--- config.mk ---
export PLATFORM = sky130hd
export DESIGN_NAME = dcsk_modulator
export DESIGN_NICKNAME = d
export VERILOG_FILES = /design/src/rtl/dcsk_modulator.sv
export SDC_FILE = /design/constraint.sdc
export NUM_CORES = 1
export LEC_CHECK = 0
export BUFFER_PORTS_ARGS = -buffer_cell sky130_fd_sc_hd__buf_2
export CAP_MARGIN = 25
export CORE_ASPECT_RATIO = 1.1
export CORE_MARGIN = 10
export CORE_UTILIZATION = 60
export CTS_BUF_LIST = sky130_fd_sc_hd__clkbuf_16
export DETAILED_ROUTE_END_ITERATION = 12
export HOLD_SLACK_MARGIN = 0.1
export PLACE_DENSITY = 0.88
export SETUP_SLACK_MARGIN = 0.1
export SLEW_MARGIN = 10
export SYNTH_ARGS = -nofsm -noshare
export SYNTH_HDL_FRONTEND = slang
export SYNTH_SLANG_ARGS = --single-unit
--- constraint.sdc ---
create_clock -name Clk -period 8.75 [get_ports Clk]
set_clock_uncertainty 0.1 [all_clocks]
set_input_delay 1.75 -clock Clk [delete_from_list [all_inputs] [get_ports Clk]]
set_output_delay 1.75 -clock Clk [all_outputs]
set_load 0.02 [all_outputs]
--- src/rtl/dcsk_modulator.sv ---
// dcsk_modulator: DCSK transmitter, per bit beta LFSR reference chips then beta data chips, LSB first.
// Optional: define DCSK_MOD_RESEED_EN to reload LFSR_SEED on every word accept.
module dcsk_modulator #(
    parameter int          WORDLEN   = 32,
    parameter int          MAX_BETA  = 16,
    parameter logic [15:0] LFSR_SEED = 16'hACE1
) (
    input  logic               Clk,
    input  logic               Rst,
    input  logic [WORDLEN-1:0] In_Data,
    input  logic               In_Valid,
    output logic               In_Ready,
    input  logic [1:0]         Spread_Factor_Sel,
    output logic               Out_Mod_Data,
    output logic               Out_Valid,
    output logic               Out_Word_Done
);
    localparam int CW = $clog2(MAX_BETA);
    localparam int BW = $clog2(WORDLEN);

    typedef enum logic [1:0] {IDLE, REF, DATA} state_t;

    state_t             st, n_st;
    logic [CW-1:0]      chip_cnt, n_chip, bm1, n_bm1;
    logic [BW-1:0]      bit_cnt, n_bit;
    logic [1:0]         sel, n_sel;
    logic [WORDLEN-1:0] word, n_word;
    logic [15:0]        lfsr, lsrc;
    logic               ref_buf [MAX_BETA];
    logic               accept, last, n_last;

    // Next-chip position is decoded here so every output can be registered from it.
    always_comb begin
        accept = In_Valid && In_Ready;
        bm1    = CW'((32'd2 << sel) - 32'd1);
        last   = st == DATA && chip_cnt == bm1 && bit_cnt == BW'(WORDLEN - 1);
        n_st   = st;
        n_chip = chip_cnt + 1'b1;
        n_bit  = bit_cnt;
        n_sel  = sel;
        n_word = word;
        if (accept) begin
            n_st   = REF;
            n_chip = '0;
            n_bit  = '0;
            n_sel  = Spread_Factor_Sel;
            n_word = In_Data;
        end else if (st == IDLE || last) begin
            n_st   = IDLE;
            n_chip = '0;
        end else if (chip_cnt == bm1) begin
            n_st   = st == REF ? DATA : REF;
            n_chip = '0;
            n_bit  = st == DATA ? bit_cnt + 1'b1 : bit_cnt;
        end
        n_bm1  = CW'((32'd2 << n_sel) - 32'd1);
        n_last = n_st == DATA && n_chip == n_bm1 && n_bit == BW'(WORDLEN - 1);
`ifdef DCSK_MOD_RESEED_EN
        lsrc   = accept ? LFSR_SEED : lfsr;
`else
        lsrc   = lfsr;
`endif
    end

    always_ff @(posedge Clk) begin
        if (Rst) begin
            st            <= IDLE;
            chip_cnt      <= '0;
            bit_cnt       <= '0;
            sel           <= '0;
            word          <= '0;
            lfsr          <= LFSR_SEED;
            Out_Mod_Data  <= 1'b0;
            Out_Valid     <= 1'b0;
            Out_Word_Done <= 1'b0;
            In_Ready      <= 1'b1;
        end else begin
            st            <= n_st;
            chip_cnt      <= n_chip;
            bit_cnt       <= n_bit;
            sel           <= n_sel;
            word          <= n_word;
            Out_Valid     <= n_st != IDLE;
            Out_Word_Done <= n_last;
            In_Ready      <= n_st == IDLE || n_last;
            Out_Mod_Data  <= n_st == REF  ? lsrc[0] :
                             n_st == DATA ? ~(ref_buf[n_chip] ^ n_word[n_bit]) : 1'b0;
            if (n_st == REF) begin
                ref_buf[n_chip] <= lsrc[0];
                lfsr            <= {lsrc[0] ^ lsrc[2] ^ lsrc[3] ^ lsrc[5], lsrc[15:1]};
            end
        end
    end
endmodule

# Word-level counts from Yosys, hierarchy flattened
# Memories as Yosys holds them, arrays and structs flattened.
# Index checks and enable logic that the tools add are counted.
# word_totals
ff_bits	65
ramBits	16
in_bits	37
output_inout_bits	4
wordCells	61
memories	1
# memory_table
name	words	width	read_ports	rd_ports_with_merged_regs	write_ports	line	source
ref_buf	16	1	1	0	1	29	logic ref_buf [MAX_BETA];
# classes
n_addsub	4
n_lt_le_gt_ge	1
eq_ne	8
shift	2
mux	20
n_bitwise	5
n_reduce_logical	10
# op_table
op	count
$mux W32	1
$mux W5	4
$mux W4	3
$eq A5 B5 Y1 const B	2
$mux W2	5
$eq A4 B4 Y1	2
$shl A2 B2 Y4 const A	2
$sub A4 B1 Y4 const B	2
$lt A5 B6 Y1 const B	1
$mux W1	6
$add A5 B1 Y5 const B	1
$bmux W1 S5	1
$logic_and A1 B1 Y1	5
$add A4 B1 Y4 const B	1
$eq A2 B1 Y1 const B	2
$eq A2 B2 Y1 const B	2
$logic_not A2 Y1	2
$xor A1 B1 Y1	4
$logic_or A1 B1 Y1	2
$reduce_bool A2 Y1	1
$not A1 Y1	1

# Longest topological paths before layout
# depth
ltp_word	14
mapped_depth	14
ltp_nobuf	13

# Least setup slack after synthesis
# Ideal clock, no wire load.
# synth_path
path_kind	input to register
from	input port In_Valid
to	register Out_Mod_Data
setup_ns	0.117
arrival_ns	3.568
required_time_ns	8.533
slack_ns	4.965
cell_stages	10
path_buffers	1
path_cell_list	and2_1 clkbuf_1 nor2_1 mux2i_4 nand2_1 or3_1 and4_1 o22a_1 xnor2_1 a32o_2
# synth_between
elab_chain_len	8
word_cells_on_any_way	14
cone_classes	eq/ne: 2; mux: 8; bitwise: 2; reduce/logical: 1; memory: 1
# synth_rtl
item	line	source
start, declared	11	input logic In_Valid,
$logic_and A1 B1 Y1 *	34	accept = In_Valid && In_Ready;
$mux W32 / $mux W5 (equally long branches)	42	if (accept) begin
$bmux W1 S5	87	n_st == DATA ? ~(ref_buf[n_chip] ^ n_word[n_bit]) : 1'b0;
$mux W1 (implied by the code)	87	
$xor A1 B1 Y1	87	
$not A1 Y1	87	
$mux W1	87	
$mux W1 *	86	Out_Mod_Data <= n_st == REF ? lsrc[0] :
end signal, assigned	86	
end, declared	14	output logic Out_Mod_Data,
# Every way passes the cells marked *; elsewhere a longest branch is shown, timed or not. The select of a mux whose other input is x is not followed.
# A chain may end at the register's enable or synchronous reset.

# Worst setup path after layout
# layout_path
from	register bit_cnt[0]
to	register Out_Mod_Data
# layout_between
elab_chain_len	11
word_cells_on_any_way	21
cone_classes	add/sub: 1; eq/ne: 3; mux: 12; bitwise: 2; reduce/logical: 2; memory: 1
# layout_rtl
item	line	source
start, declared	25	logic [BW-1:0] bit_cnt, n_bit;
start signal, assigned	80	bit_cnt <= n_bit;
$add A5 B1 Y5 / $eq A5 B5 Y1 (equally long branches)	54, 36	
$mux W5 / $logic_and A1 B1 Y1 (equally long branches)	54, 36	
$mux W5 / $logic_or A1 B1 Y1 (equally long branches)	51, 48	
$mux W5	48	end else if (st == IDLE || last) begin
$mux W5	42	
$bmux W1 S5	87	
$mux W1 (implied by the code)	87	
$xor A1 B1 Y1	87	
$not A1 Y1	87	
$mux W1	87	
$mux W1 *	86	
# Marked as above.

==> metrics.md <==
| Metric | Value |
|---|---|
| Die W | roughly 100 um |
| Slew HR | 0.3423 |
| Fraction of layout cells with a size suffix above 1 | 0.1684 |
| Initial Util | 0.6116 |
| Post-route ant nets | 0 |
| Final Hold Fails | 0 |
| CP max FO | 26 |
| Clock Sinks | slightly above 80 |
| GRT Util Overall | 0.1797 |
| Seq/Total Area, Yosys | 0.4471 |
| Netlist cell types | 63 |
| CTS tree | built |
| Slew @ Worst Pin | ~1 ns |
| Syn_nets | a little under 500 |
| Syn. warnings | 0 |
| Slack of the critical path | approximately 4.6 ns |
| DR pass1 iterations | 5 |
| Largest net degree at the start of global routing | 63 |
| H-tree levels | 3 |
| Final WL | roughly 9200 um |
| Global-route wire length before repair | roughly 16000 um |
| Max Freq | roughly 240 MHz |
| # rows | 31 |
| Clock Tree Root | clkbuf_16 |
| Clock Latency Late Sink | approximately 0.34 ns |
| Worst setup SP type | flip-flop |
| DR vias/cell | a little over 6 |
| Pleak | 1.796 nW |
| Min Tclk post-route | 4.193 ns |
| IO Port Bufs | 40 |
| Ys async rst share | 0 |
| Status | finished, final reports clean |
| Gates resized, CTS repair | 0 |
| Worst min path class | reg2reg |
| Via count | around 3400 |
| Number of fill cells | approximately 510 |
| Core box area | roughly 6500 um^2 |
| VDD IR-drop max | 165.3 uV |
| Mapped Cells | roughly 460 |
| # diodes | 0 |
| Power Total | between 0.0009 and 0.001 W |
| Setup TNS | 0 ns |
| Initial DRC count | about 270 |
| P&R area growth vs syn | 12.90% |
| Post-Place Cells | between 500 and 600 |
| CTS max path bufs | 2 |
| CP required | approximately 9 ns |
| Post-Synthesis Cell Area | approximately 4000 um^2 |
| Gpl congestion | ~0.9 |
| #FFs+latches synth | 81 |
| Hpwl dp | ~6000 um |
| Pre-CTS setup slack | roughly 4.5 ns |
| Nets | 522 |
| Die area | between 10000 and 15000 um^2 |
| Max-Cap Viols | 0 |
| PwrDens | about 210 nW/um^2 |
| Main flop type after synthesis | dfxtp_1 |
| Initial antenna violation count | 0 |
| Crit share post-route | 0.4792 |
| Unrepaired setup endpoints after global routing | no |
| Overflow after GRT | 0 |
| Setup violators final | 0 |
| Routed len/inst | 16.24 um |
| Number of global-route vias before repair | between 3000 and 4000 |
| Clk slew on worst S/H paths | ~0.06 ns |
| Critical path arrival | 4.32 ns |
| Num CTS Buffers | 9 |
| DIE HEIGHT | roughly 110 um |
| Final Non-Filler Cells | roughly 570 |
| Setup bufs post-CTS | 0 |
| Post-layout util | 0.6905 |
| IO Count | 41 |
| Worst setup EP type | flip-flop |
| Slew Limit Fails | 0 |
| DRC Markers | 0 |
| Number of synthesized flops with an enable pin | 16 |
| Hold Buf Count CTS | 0 |
| Mean Syn Cell Area | between 8 and 9 um^2 |
| Crit path kind | reg2reg |
metal layers:
layer / vias up / track usage / share of wire
met2: 164 / 0.2953 / 0.49
met4: 0 / 0.09875 / 0.031
li1: 1661 / - / -
met3: 26 / 0.03658 / 0.062
met5: - / 0 / 0
met1: 1592 / 0.2150 / 0.42
per-stage QoR:
step                      hold slack, ns  cell area (um^2)
after floorplan                   0.3316              3985
after global placement            0.3393              4177
after detailed placement          0.3477              4177
after CTS                         0.3651              4499
after global routing              0.3919              4499
final                             0.3599              4499
Yosys cell counts (2+ instances only):
cell / count / share of area
or3_1: 4 / 0.0063
nor2_1: 51 / 0.048
a211oi_1: 8 / 0.015
nor4b_1: 4 / 0.0088
mux2i_1: 21 / 0.053
a31oi_1: 5 / 0.0078
o22ai_1: 5 / 0.0078
nand4_1: 3 / 0.0047
mux2_2: 3 / 0.0085
edfxtp_1: 16 / 0.12
o22a_1: 2 / 0.0044
or2_2: 2 / 0.0031
xnor2_1: 6 / 0.013
a211o_1: 9 / 0.020
buf_2: 3 / 0.0038
a21boi_1: 2 / 0.0038
a21oi_1: 35 / 0.044
o31ai_1: 3 / 0.0057
nor3_1: 14 / 0.018
nand2_1: 84 / 0.079
o21a_1: 2 / 0.0038
nand3_1: 6 / 0.0075
xor2_1: 3 / 0.0066
o21ai_1: 5 / 0.0063
nor2b_1: 4 / 0.0063
ha_1: 3 / 0.0094
a22oi_1: 2 / 0.0038
clkbuf_8: 2 / 0.0069
and2_1: 6 / 0.0094
clkbuf_1: 19 / 0.018
nor4_1: 2 / 0.0031
a221oi_1: 3 / 0.0066
o21ai_4: 2 / 0.0082
inv_1: 14 / 0.013
o21ai_0: 5 / 0.0063
a2111oi_0: 2 / 0.0044
nor3_2: 3 / 0.0075
dfxtp_1: 65 / 0.33
buf_4: 3 / 0.0057
layout make-up:
class | count | area, um^2 | share of cell area
Clock buffer | 10 | 250.2 | 0.05562
Clock inverter | 6 | 72.57 | 0.01613
Inverter | 14 | 52.55 | 0.01168
Multi-Input combinational cell | 332 | 2009 | 0.4466
Sequential cell | 81 | 1782 | 0.3960
Tap cell | 82 | 102.6 | 0.02280
Timing Repair Buffer | 44 | 230.2 | 0.05117
report_power, final:
group	switching [W]	total, W	internal [W]
combinational	0.0000638	0.000109	0.0000453
sequential	0.0000191	0.000424	0.000405
clock	0.000156	0.000398	0.000242
critical path: stages (launching register included):
cell and delay, ns:
dfxtp_1 0.62, ha_1 0.39, and3_1 0.18, ha_1 0.20
nor3b_1 0.42, a21boi_1 0.27, nor3_2 0.59, mux2i_1 0.31
mux2i_1 0.12, a211oi_1 0.29, o22a_1 0.23, xnor2_1 0.09
a32o_2 0.26
cell families after synthesis:
kind of cell / synth area share
XOR/XNOR: 0.01978
multiplexers: 0.06687
buffers and inverters: 0.05023
AND/OR/NAND/NOR: 0.2201
flip-flops: 0.4471
adder cells (fa/ha/maj): 0.009420
AO/OA/AOI/OAI: 0.1865
worst paths after layout:
kind	from	depth (start not counted)	endpoint	slack, ns
setup / recovery	bit_cnt[0]$_SDFF_PP0_	12	Out_Mod_Data$_SDFF_PP0_	4.56
hold / removal	lfsr[12]$_SDFFE_PP0N_	1	lfsr[11]$_SDFFE_PP1N_	0.36
setup reg to reg	bit_cnt[0]$_SDFF_PP0_	12	Out_Mod_Data$_SDFF_PP0_	4.56
hold reg to reg	lfsr[12]$_SDFFE_PP0N_	1	lfsr[11]$_SDFFE_PP1N_	0.36
sequential cells by signal (all words and copies together) (netlist names):
register and count:
word 32, lfsr 16, ref_buf 16, bit_cnt 5, chip_cnt 4, sel 2
st 2, In_Ready 1, Out_Mod_Data 1, Out_Valid 1, Out_Word_Done 1
cells in the final DEF, fill, tap and decap left out, types with 6 or more instances in the layout:
| cell type | synthesis | layout |
|---|---|---|
| a211o_1 | 9 | 9 |
| a211oi_1 | 8 | 8 |
| a21oi_1 | 35 | 35 |
| and2_1 | 6 | 6 |
| buf_2 | 3 | 40 |
| clkbuf_16 | 0 | 10 |
| dfxtp_1 | 65 | 65 |
| edfxtp_1 | 16 | 16 |
| inv_1 | 14 | 14 |
| mux2i_1 | 21 | 21 |
| nand2_1 | 84 | 84 |
| nand3_1 | 6 | 6 |
| nor2_1 | 51 | 51 |
| nor3_1 | 14 | 14 |
| xnor2_1 | 6 | 6 |
Note: power is estimated with default switching activity, not from simulation.
